$ cat config.mk
export PLATFORM = sky130hd
export DESIGN_NAME = uart_rx_fifo
export DESIGN_NICKNAME = d
export VERILOG_FILES = /design/src/rtl/uart_rx_fifo.sv
export SDC_FILE = /design/constraint.sdc
export NUM_CORES = 1
export LEC_CHECK = 0
export ABC_CLOCK_PERIOD_IN_PS = 4530
export CAP_MARGIN = 20
export CELL_PAD_IN_SITES_DETAIL_PLACEMENT = 2
export CELL_PAD_IN_SITES_GLOBAL_PLACEMENT = 2
export CORE_MARGIN = 4
export CORE_UTILIZATION = 52
export CTS_CLUSTER_DIAMETER = 50
export DETAILED_ROUTE_END_ITERATION = 10
export DONT_BUFFER_PORTS = 1
export GPL_ROUTABILITY_DRIVEN = 1
export PLACE_DENSITY_LB_ADDON = 0.1
export SETUP_SLACK_MARGIN = 0.5
export SYNTH_ARGS = -nofsm -noshare
export SYNTH_HDL_FRONTEND = slang
export SYNTH_SLANG_ARGS = --single-unit
$ cat constraint.sdc
create_clock -name clk -period 4.53 [get_ports clk]
set_clock_uncertainty 0.2 [all_clocks]
set_input_delay 0.2265 -clock clk [delete_from_list [all_inputs] [get_ports clk]]
set_output_delay 0.2265 -clock clk [all_outputs]
set_load 0.03 [all_outputs]
$ cat src/rtl/uart_rx_fifo.sv
// uart_rx_fifo
// Receive-side byte buffer placed directly after the UART receiver. Each rising
// edge of the receiver's done level writes one byte into a first-word-fall-through
// FIFO. The host drains the FIFO through a valid/ready handshake. Bytes that
// arrive while the FIFO is full are dropped and latch a sticky overflow flag.
//
// Ports
//   clk       in   system clock, rising edge
//   rst       in   synchronous active-low reset
//   rx_done   in   receiver done level (high for many cycles per byte)
//   rx_data   in   receiver byte, stable while rx_done is high
//   rd_ready  in   consumer takes the head entry this cycle
//   clr_ovf   in   clears the sticky overflow flag
//   rd_valid  out  head entry available
//   rd_data   out  head entry, 0 when rd_valid is 0
//   count     out  occupied entries, 0..DEPTH
//   full      out  count == DEPTH
//   empty     out  count == 0
//   overflow  out  sticky, a byte was dropped because the FIFO was full
module uart_rx_fifo #(
  parameter int DEPTH = 16,
  parameter int WIDTH = 8
) (
  input  logic                       clk,
  input  logic                       rst,
  input  logic                       rx_done,
  input  logic [WIDTH-1:0]           rx_data,
  input  logic                       rd_ready,
  input  logic                       clr_ovf,
  output logic                       rd_valid,
  output logic [WIDTH-1:0]           rd_data,
  output logic [$clog2(DEPTH):0]     count,
  output logic                       full,
  output logic                       empty,
  output logic                       overflow
);

  localparam int AW = $clog2(DEPTH);
  localparam int CW = AW + 1;
  localparam logic [CW-1:0] DEPTH_C = CW'(DEPTH);

  logic [WIDTH-1:0] r_mem [DEPTH];
  logic [AW-1:0]    r_wr_ptr;
  logic [AW-1:0]    r_rd_ptr;
  logic [CW-1:0]    r_count;
  logic             r_done_q;
  logic             r_overflow;

  logic w_wr_req;
  logic w_pop;
  logic w_full;
  logic w_empty;
  logic w_wr_ok;
  logic w_drop;

  // One write per byte regardless of how long done stays high.
  assign w_wr_req = rx_done & ~r_done_q;
  assign w_full   = (r_count == DEPTH_C);
  assign w_empty  = (r_count == '0);
  assign w_pop    = ~w_empty & rd_ready;
  // When full, a same-cycle pop frees the slot the write lands in.
  assign w_wr_ok  = w_wr_req & (~w_full | w_pop);
  assign w_drop   = w_wr_req & w_full & ~w_pop;

  always_ff @(posedge clk) begin
    if (!rst) begin
      r_done_q   <= 1'b1;
      r_wr_ptr   <= '0;
      r_rd_ptr   <= '0;
      r_count    <= '0;
      r_overflow <= 1'b0;
    end else begin
      r_done_q <= rx_done;
      if (w_wr_ok) r_wr_ptr <= r_wr_ptr + 1'b1;
      if (w_pop)   r_rd_ptr <= r_rd_ptr + 1'b1;
      case ({w_wr_ok, w_pop})
        2'b10:   r_count <= r_count + 1'b1;
        2'b01:   r_count <= r_count - 1'b1;
        default: r_count <= r_count;
      endcase
      // A new drop takes priority over a clear in the same cycle.
      if (w_drop)       r_overflow <= 1'b1;
      else if (clr_ovf) r_overflow <= 1'b0;
    end
  end

  // Storage is not reset; gating with rst keeps writes out of the reset cycle.
  always_ff @(posedge clk) begin
    if (rst && w_wr_ok) r_mem[r_wr_ptr] <= rx_data;
  end

  assign rd_valid = ~w_empty;
  assign rd_data  = w_empty ? '0 : r_mem[r_rd_ptr];
  assign count    = r_count;
  assign full     = w_full;
  assign empty    = w_empty;
  assign overflow = r_overflow;

endmodule

==> results of run 1 <==
-- cell families after synthesis --
| family | after synthesis | synth area share [%] |
|---|---|---|
| mux | 53 | 15.8 |
| fa+ha+maj | 7 | 1.48 |
| compound gates | 29 | 3.49 |
| simple gates | 63 | 5.24 |
| buf+inv | 23 | 1.78 |
| xor+xnor | 6 | 0.888 |
| flops | 147 | 71.4 |
-- cells in the mapped netlist (2+ instances only) --
master,count
o21ai_0,2
xnor2_1,3
inv_1,7
edfxtp_1,128
nor3b_1,2
nand2b_1,6
nand3_1,7
clkbuf_1,9
nand2_1,10
mux2i_1,20
nor2_1,26
ha_1,7
o21ai_1,3
xor2_1,3
or3_1,2
a31oi_1,3
dfxtp_1,19
buf_2,3
a21oi_1,4
buf_6,2
nand3b_1,2
o211ai_1,2
o22ai_1,8
nor3_1,3
mux4_2,32
-- through the flow --
step	setup WS [ns]	std cells	instance area [um2]	hold WS, ns
after floorplan	1.89	328	5920	0.125
after global placement	1.69	456	6040	0.104
==> impl_metrics.env, run 1 <==
export IMPL_status="did not finish"
export IMPL_stop_stage="3_5_place_dp"
export IMPL_error_message="[ERROR DPL-0033] detailed placement checks failed during check placement."
export IMPL_initial_core_util_pct=53.9
export IMPL_io_pins=30
export IMPL_yosysSeqAreaShare_pct=71.4
export IMPL_ys_warnings_count=0
export IMPL_hpwl_mm=11.0
export IMPL_netlist_top_cells_area="edfxtp_1 (65%), mux4_2 (12%), dfxtp_1 (6.4%), mux2i_1 (3.4%), nor2_1 (1.6%)"
export IMPL_synthFlopType="edfxtp_1"
export IMPL_die_w_um=115
export IMPL_gp_congestion=0.760
export IMPL_die_h_um=115
export IMPL_rows=38
export IMPL_synthesis_nets=348
export IMPL_synth_top_cell_area_share_pct=64.9
export IMPL_syn_inst=328
export IMPL_ys_async_sr_fraction_pct=0
export IMPL_syn_area_per_cell_um2=18.0
export IMPL_netlist_area_um2=5920
export IMPL_ys_ff_latch=147
export IMPL_synth_cell_types=40
export IMPL_port_buffers=0
export IMPL_yosysTopAreaCell="edfxtp_1"
export IMPL_synth_edf_count=128
==> run 2, diff against run 1 <==
- CELL_PAD_IN_SITES_DETAIL_PLACEMENT: 2 -> default
- CELL_PAD_IN_SITES_GLOBAL_PLACEMENT: 2 -> default
- CORE_UTILIZATION: 52 -> 37
- CTS_CLUSTER_DIAMETER: 50 -> default
- PLACE_DENSITY_LB_ADDON: 0.1 -> 0.15
- SETUP_SLACK_MARGIN: 0.5 -> default
==> impl_metrics.env, run 2 <==
export IMPL_largest_reg_flops=128
export IMPL_routed_wl_mm=12.2
export IMPL_antenna_found_initial=0
export IMPL_io_pins=30
export IMPL_area_growth_pct=16.8
export IMPL_synthFlopType="edfxtp_1"
export IMPL_syn_inst=328
export IMPL_cts_setup_buffers=0
export IMPL_yosysSeqAreaShare_pct=71.4
export IMPL_largest_register="r_mem"
export IMPL_die_h_um=134
export IMPL_yosysTopAreaCell="edfxtp_1"
export IMPL_gp_congestion=0.772
export IMPL_rows=45
export IMPL_ctsResizeCount=0
export IMPL_worst_pin_slew_ns=1.08
export IMPL_endpoint_kind="primary output"
export IMPL_netlist_top_cells_area="edfxtp_1 (65%), mux4_2 (12%), dfxtp_1 (6.4%), mux2i_1 (3.4%), nor2_1 (1.6%)"
export IMPL_grt_start_max_net_pins=22
export IMPL_netlist_area_um2=5920
export IMPL_grt_pass1_wl_mm=18.8
export IMPL_slew_headroom_pct=27.5
export IMPL_drive_gt1_share_pct=20.4
export IMPL_viasPerCell=5.17
export IMPL_seqCellArea_um2=4230
export IMPL_synth_edf_count=128
export IMPL_synth_cell_types=40
export IMPL_grt_overflow=0
export IMPL_multi_input_comb_area_um2=1590
export IMPL_die_w_um=134
export IMPL_required_ns=4.10
export IMPL_drv_slew=0
export IMPL_rsz0062_at_grt="false"
export IMPL_ir_drop_v=0.000407
export IMPL_cellLeakagePower_nw=2.14
export IMPL_crit_arrival_ns=2.79
export IMPL_synth_most_common_cell="edfxtp_1"
export IMPL_ys_ff_latch=147
export IMPL_ys_warnings_count=0
export IMPL_clk_pin_slew_ns=0.06
export IMPL_cts_tree="done"
export IMPL_cts_htree_levels=4
export IMPL_numCtsBuffers=17
export IMPL_synthesis_nets=348
export IMPL_cp_max_fo=9
export IMPL_grt_pass1_vias=3092
export IMPL_place_ws_ns=1.64
export IMPL_timing_setup_tns_ns=0
export IMPL_hold_viol=0
export IMPL_dieArea_um2=18100
export IMPL_min_period_ns=3.22
export IMPL_p_per_area_nw_per_um2=564
export IMPL_synth_top_cell_area_share_pct=64.9
export IMPL_fmax_mhz=311
export IMPL_num_nets_final=370
export IMPL_vias=2970
export IMPL_setup_ws_ns=1.31
export IMPL_synthTopCellsByCount="edfxtp_1 (128), mux4_2 (32), nor2_1 (26)"
export IMPL_cts_num_sinks=147
export IMPL_initial_core_util_pct=38.4
export IMPL_syn_area_per_cell_um2=18.0
export IMPL_drt_antenna_violating_nets=0
export IMPL_period_share_pct=71.0
export IMPL_clockBufferDepth=2
export IMPL_wl_per_cell_um=21.3
export IMPL_grt_usage_pct=14.2
export IMPL_hpwl_mm=7.50
export IMPL_drv_cap=0
export IMPL_mostFrequentLayoutCell="edfxtp_1"
export IMPL_crit_path_start_kind="register"
export IMPL_n_antenna_cell=0
export IMPL_final_cell_mix="edfxtp_1 (128), mux4_2 (32), nor2_1 (26), mux2i_1 (20), dfxtp_1 (18)"
export IMPL_status="finished clean"
export IMPL_path_class="reg -> out"
export IMPL_drc=0
export IMPL_drt_pass1_iterations=4
export IMPL_hold_path_class="in -> reg"
export IMPL_ys_async_sr_fraction_pct=0
export IMPL_drt_iter0_markers=258
export IMPL_fillerInstances=1362
export IMPL_core_um2=15400
export IMPL_clock_latency_ns=0.41
export IMPL_setup_viol=0
export IMPL_port_buffers=0
export IMPL_clockRootBuffer="clkbuf_16"
-- run 2: cell counts after synthesis --
Identical to the previous run, type by type.
-- run 2: path summary, 6_finish.rpt --
path              slack [ns]  depth (start not counted)            to         from
setup reg to reg        1.63                          4   r_mem[5][0]     count[1]
hold reg to reg         0.31                          2      register  r_rd_ptr[1]
hold / removal          0.04                          2  r_mem[11][6]          rst
setup / recovery        1.31                          4    rd_data[5]     count[4]
-- run 2: timing repair --
| action | in CTS | in global routing |
|---|---|---|
| setup endpoints to repair | 0 | 0 |
| hold buffers | 13 | 0 |
| hold endpoints to repair | 147 | 0 |
-- run 2: cell type report --
| type | instances | share of cell area (%) |
|---|---|---|
| Timing Repair Buffer | 18 | 2.42 |
| Multi-Input combinational cell | 158 | 23.0 |
| Sequential cell | 147 | 61.1 |
| Clock buffer | 17 | 6.15 |
| Tap cell | 211 | 3.82 |
| Clock inverter | 15 | 3.08 |
| Inverter | 8 | 0.434 |
-- run 2: metal layers --
| metal | track usage (%) | wire length (um) |
|---|---|---|
| met5 | 0 | 0 |
| met4 | 4.92 | 51 |
| met3 | 4.66 | 670 |
| met2 | 21.7 | 5920 |
| met1 | 19.3 | 5580 |
-- run 2: per-stage QoR --
| step | utilization, % | cells | cell area, um2 | hold WS [ns] | total power, mW |
|---|---|---|---|---|---|
| floorplan | - | 328 | 5920 | 0.125 | 2.28 |
| global placement | 39.8 | 528 | 6140 | 0.104 | 2.40 |
| detailed placement | 39.8 | 528 | 6140 | 0.108 | 2.40 |
| CTS | 44.8 | 573 | 6910 | 0.00448 | 3.95 |
| global route | 44.8 | 574 | 6910 | 0.0266 | 4.07 |
| finish | 44.8 | 574 | 6910 | 0.0398 | 3.90 |
-- run 2: report_power, final --
group	total (mW)	switching (mW)	internal, mW
clock	1.51	0.540	0.973
combinational	0.747	0.442	0.306
sequential	1.64	0.139	1.50
total	3.90	1.12	2.78
-- run 2: logic make-up (layout without fill, tap and decap cells) --
group           Yosys count  in the layout  synth area share [%]
compound gates           29             29                  3.49
xor+xnor                  6              6                 0.888
fa+ha+maj                 7              7                  1.48
buf+inv                  23             58                  1.78
flops                   147            147                  71.4
mux                      53             53                  15.8
simple gates             63             63                  5.24
-- run 2: worst max-delay path, stage by stage (launching register included) --
cell	delay [ns]
dfxtp_1	0.72
inv_1	0.19
nand2_1	0.38
nand2_1	0.36
o22ai_1	0.71
Note: power is estimated with default switching activity, not from simulation.
==> run 3, diff against run 2 <==
- ABC_CLOCK_PERIOD_IN_PS: 4530 -> 3000
- clock period: 4.53 -> 3 ns (I/O delays scaled with it)
==> impl_metrics.env, run 3 (synthesis gave the netlist of run 2 again) <==
export IMPL_status="finished clean"
export IMPL_ir_drop_v=0.000453
export IMPL_crit_chain="dlygate4sd3_1, inv_1, a31oi_1, nand2_1, nor2_1"
export IMPL_area_growth_pct=16.5
export IMPL_cts_htree_levels=4
export IMPL_core_um2=15400
export IMPL_slew_headroom_pct=34.9
export IMPL_setup_viol=0
export IMPL_largest_register="r_mem"
export IMPL_clk_pin_slew_ns=0.06
export IMPL_reg2regPathDepth=4
export IMPL_drt_pass1_iterations=4
export IMPL_worstReg2RegEnd="r_mem[8][2]"
export IMPL_numCtsBuffers=17
export IMPL_clockBufferDepth=2
export IMPL_cts_tree="done"
export IMPL_cts_num_sinks=147
export IMPL_cellLeakagePower_nw=2.15
export IMPL_rows=45
export IMPL_grt_pass1_vias=3239
export IMPL_rsz0062_at_grt="false"
export IMPL_grt_usage_pct=14.2
export IMPL_drive_gt1_share_pct=20.8
export IMPL_drv_slew=0
export IMPL_min_to="count[1]"
export IMPL_multi_input_comb_area_um2=1590
export IMPL_crit_family="simple AND/OR/NAND/NOR gates"
export IMPL_drt_iter0_markers=206
export IMPL_required_ns=2.83
export IMPL_min_period_ns=2.59
export IMPL_timing_rr_start="r_done_q"
export IMPL_vias=2961
export IMPL_timing_setup_tns_ns=0
export IMPL_gp_congestion=0.772
export IMPL_p_per_area_nw_per_um2=818
export IMPL_wl_per_cell_um=20.3
export IMPL_slowest_stage="dlygate4sd3_1"
export IMPL_grt_start_max_net_pins=33
export IMPL_io_pins=30
export IMPL_hold_viol=0
export IMPL_final_cell_mix="edfxtp_1 (128), mux4_2 (32), nor2_1 (26), mux2i_1 (20), dfxtp_1 (18)"
export IMPL_hold_depth=4
export IMPL_ctsResizeCount=0
export IMPL_num_nets_final=383
export IMPL_seqCellArea_um2=4230
export IMPL_viasPerCell=5.05
export IMPL_antenna_found_initial=0
export IMPL_path_class="in -> reg"
export IMPL_routed_wl_mm=11.9
export IMPL_path_buf_inv=2
export IMPL_crit_path_start_kind="input pin"
export IMPL_worst_r2r_setup_slack_ns=0.43
export IMPL_drt_antenna_violating_nets=0
export IMPL_largest_reg_flops=128
export IMPL_crit_path_max_incr_delay_ns=0.78
export IMPL_grt_pass1_wl_mm=19.0
export IMPL_hold_ws_ns=0.0720
export IMPL_hold_path_class="in -> reg"
export IMPL_fmax_mhz=386
export IMPL_period_share_pct=86.5
export IMPL_n_antenna_cell=0
export IMPL_endpoint_kind="register"
export IMPL_fillerInstances=1393
export IMPL_hpwl_mm=7.39
export IMPL_port_buffers=0
export IMPL_drc=0
export IMPL_drv_cap=0
export IMPL_final_util_pct=44.7
export IMPL_cp_max_fo=9
export IMPL_dieArea_um2=18100
export IMPL_initial_core_util_pct=38.4
export IMPL_mostFrequentLayoutCell="edfxtp_1"
export IMPL_cts_setup_buffers=0
export IMPL_clockRootBuffer="clkbuf_16"
export IMPL_worst_pin_slew_ns=0.973
export IMPL_min_from="rx_done"
export IMPL_die_h_um=134
export IMPL_clock_latency_ns=0.41
export IMPL_grt_overflow=0
export IMPL_crit_arrival_ns=2.42
export IMPL_die_w_um=134
==> run 3: per-stage QoR <==
step	setup WS, ns	cells	power (mW)	area, um2
global route	0.195	586	5.91	6890
global placement	0.481	542	3.82	6260
floorplan	0.361	328	3.44	5920
finish	0.406	586	5.64	6890
CTS	0.379	586	5.71	6890
detailed placement	0.416	542	3.83	6260
==> run 3: metal layers <==
layer | part of all wire, % | vias to the layer above | global-route usage [%]
met4 | 1.4 | 0 | 5.43
met2 | 49 | 56 | 22.8
met3 | 2.9 | 12 | 3.13
li1 | - | 1381 | -
met1 | 47 | 1512 | 19.2
met5 | 0 | - | 0
==> run 3: power breakdown <==
part | total (mW) | switching (mW) | internal, mW | leakage [nW]
Combinational | 1.48 | 0.861 | 0.614 | 0.598
Sequential | 2.32 | 0.0500 | 2.27 | 1.31
Clock | 1.84 | 0.735 | 1.11 | 0.248
Total | 5.64 | 1.65 | 3.99 | 2.15
==> run 3: area by class of cell <==
type	instances	area share, %
sequential	147	61.3
clock inverter	11	1.02
timing repair buffer	31	4.03
clock buffer	20	6.34
inverter	8	0.436
multi-input combinational	158	23.1
tap	211	3.83
==> run 3: worst max-delay path by stage <==
stage / from / to / depth (start not counted)
after global placement: r_done_q / r_mem[10][2] / 4
final: rd_ready / r_mem[8][2] / 5
after CTS: register / rd_data[0] / 5
after detailed placement: r_done_q / r_mem[8][2] / 4
after floorplan: count[1] / count[4] / 10
after global routing: rd_ready / r_mem[9][3] / 5
==> run 3: what timing repair did <==
action                     4_1_cts  5_1_grt
hold endpoints to repair       147        0
hold buffers                    13        0
setup endpoints to repair        0        0
==> run 3: worst min-delay path: cells and delay by family <==
kind | cells | cell delay, ns
simple gates | 2 | 0.27
compound gates | 2 | 0.20
==> run 4, diff against run 3 <==
--- a/constraint.sdc
+++ b/constraint.sdc
@@ -4,2 +4,2 @@
 set_output_delay 0.15 -clock clk [all_outputs]
-set_load 0.03 [all_outputs]
+set_load 0.01 [all_outputs]
==> impl_metrics.env, run 4 (synthesis gave the netlist of run 2 again) <==
export IMPL_timing_rr_start="count[1]"
export IMPL_min_from="rx_done"
export IMPL_rsz0062_at_grt="false"
export IMPL_grt_pass1_wl_mm=18.5
export IMPL_cts_num_sinks=147
export IMPL_place_ws_ns=0.345
export IMPL_grt_usage_pct=13.8
export IMPL_numCtsBuffers=17
export IMPL_required_ns=3.15
export IMPL_cp_startpoint="count[1]"
export IMPL_grt_overflow=0
export IMPL_endpoint_kind="register"
export IMPL_status="finished clean"
export IMPL_hold_depth=4
export IMPL_core_um2=15400
export IMPL_rows=45
export IMPL_hold_path_class="in -> reg"
export IMPL_crit_arrival_ns=2.82
export IMPL_crit_path_start_kind="register"
export IMPL_timing_setup_tns_ns=0
export IMPL_crit_path_max_incr_delay_ns=0.63
export IMPL_hold_viol=0
export IMPL_clk_pin_slew_ns=0.06
export IMPL_cts_htree_levels=4
export IMPL_cellLeakagePower_nw=2.14
export IMPL_drv_cap=0
export IMPL_grt_start_max_net_pins=33
export IMPL_largest_reg_flops=128
export IMPL_reg2regPathDepth=8
export IMPL_p_per_area_nw_per_um2=797
export IMPL_slew_headroom_pct=41.5
export IMPL_final_cell_mix="edfxtp_1 (128), mux4_2 (32), nor2_1 (26), mux2i_1 (20), dfxtp_1 (18)"
export IMPL_fmax_mhz=375
export IMPL_clock_latency_ns=0.41
export IMPL_gp_congestion=0.748
export IMPL_path_depth=8
export IMPL_routed_wl_mm=11.7
export IMPL_path_class="reg -> reg"
export IMPL_setup_viol=0
export IMPL_mostFrequentLayoutCell="edfxtp_1"
export IMPL_slowest_stage="or4_4"
export IMPL_initial_core_util_pct=38.4
export IMPL_worst_pin_slew_ns=0.875
export IMPL_largest_register="r_mem"
export IMPL_port_buffers=0
export IMPL_crit_chain="or4_4, o211ai_4, xnor2_1, ha_1, nor3_1, nor2_1, o32ai_1, mux2i_1"
export IMPL_min_period_ns=2.67
export IMPL_ir_drop_v=0.000425
export IMPL_drc=0
export IMPL_num_nets_final=375
export IMPL_drv_slew=0
export IMPL_cts_tree="done"
export IMPL_io_pins=30
export IMPL_dieArea_um2=18100
export IMPL_min_to="count[3]"
export IMPL_die_w_um=134
export IMPL_path_buf_inv=0
export IMPL_area_growth_pct=16.6
export IMPL_n_antenna_cell=0
export IMPL_cp_max_fo=9
export IMPL_clockBufferDepth=2
export IMPL_crit_family="simple AND/OR/NAND/NOR gates"
export IMPL_clockRootBuffer="clkbuf_16"
export IMPL_final_util_pct=44.7
export IMPL_grt_pass1_vias=3196
export IMPL_antenna_found_initial=0
export IMPL_worstReg2RegEnd="count[4]"
export IMPL_drt_antenna_violating_nets=0
export IMPL_drt_iter0_markers=177
export IMPL_wl_per_cell_um=20.3
export IMPL_hpwl_mm=7.51
export IMPL_vias=2979
export IMPL_period_share_pct=89.0
export IMPL_drive_gt1_share_pct=21.0
export IMPL_drt_pass1_iterations=4
export IMPL_setup_ws_ns=0.330
export IMPL_die_h_um=134
export IMPL_worst_r2r_setup_slack_ns=0.33
export IMPL_viasPerCell=5.15
-- run 4: cell count changes in the layout (fill, tap and decap cells not counted), sizes merged --
cell,delta
bufinv,+2
clkinvlp,+2
clkinv,-4
buf,-8
-- run 4: power breakdown --
group / internal, mW / total (mW) / switching [mW]
combinational: 0.489 / 1.09 / 0.601
clock: 1.29 / 2.06 / 0.768
sequential: 2.27 / 2.35 / 0.0794
-- run 4: area by class of cell --
cell class / count / area (um2)
clock buffers: 20 / 437
clock inverters: 11 / 138
fillers: 1397 / 8530
inverters: 8 / 30.0
multi-input cells: 158 / 1590
flip-flops and latches: 147 / 4230
well taps: 211 / 264
repair buffers: 23 / 218
-- run 4: per-stage QoR --
step | total power [mW] | std cells | cell area, um2 | hold WS [ns]
floorplan | 3.25 | 328 | 5920 | 0.0489
global placement | 3.46 | 534 | 6200 | 0.0284
detailed placement | 3.47 | 534 | 6200 | 0.0292
CTS | 5.57 | 578 | 6900 | 0.0253
global route | 5.77 | 578 | 6900 | 0.0974
finish | 5.50 | 578 | 6900 | 0.0415
-- run 4: worst max-delay path by stage --
| stage | endpoint | slack [ns] |
|---|---|---|
| 2_1_floorplan | count[4] | 0.47 |
| 5_1_grt | rd_data[6] | 0.17 |
| 4_1_cts | count[4] | 0.33 |
| 3_5_place_dp | count[4] | 0.35 |
| 3_3_place_gp | count[4] | 0.35 |
| 6_report | count[4] | 0.33 |
-- run 4: what timing repair did --
| item | CTS | global route |
|---|---|---|
| hold buffers | 13 | 0 |
| buffers inserted | 0 | 0 |
| endpoints found under the hold margin | 147 | 0 |
| resized for setup | 0 | 0 |
-- run 4: metal layers --
metal,global-route usage (%),up-vias,wire length [um]
li1,-,1358,-
met5,0,-,0
met2,22.5,66,5990
met4,4.02,0,126
met3,4.99,10,614
met1,17.4,1545,4990
-- run 4: worst min-delay path, cell delays in order --
cell and delay, ns:
nand2b_1 0.13, o211ai_4 0.17, nand4_1 0.11, o31ai_1 0.07
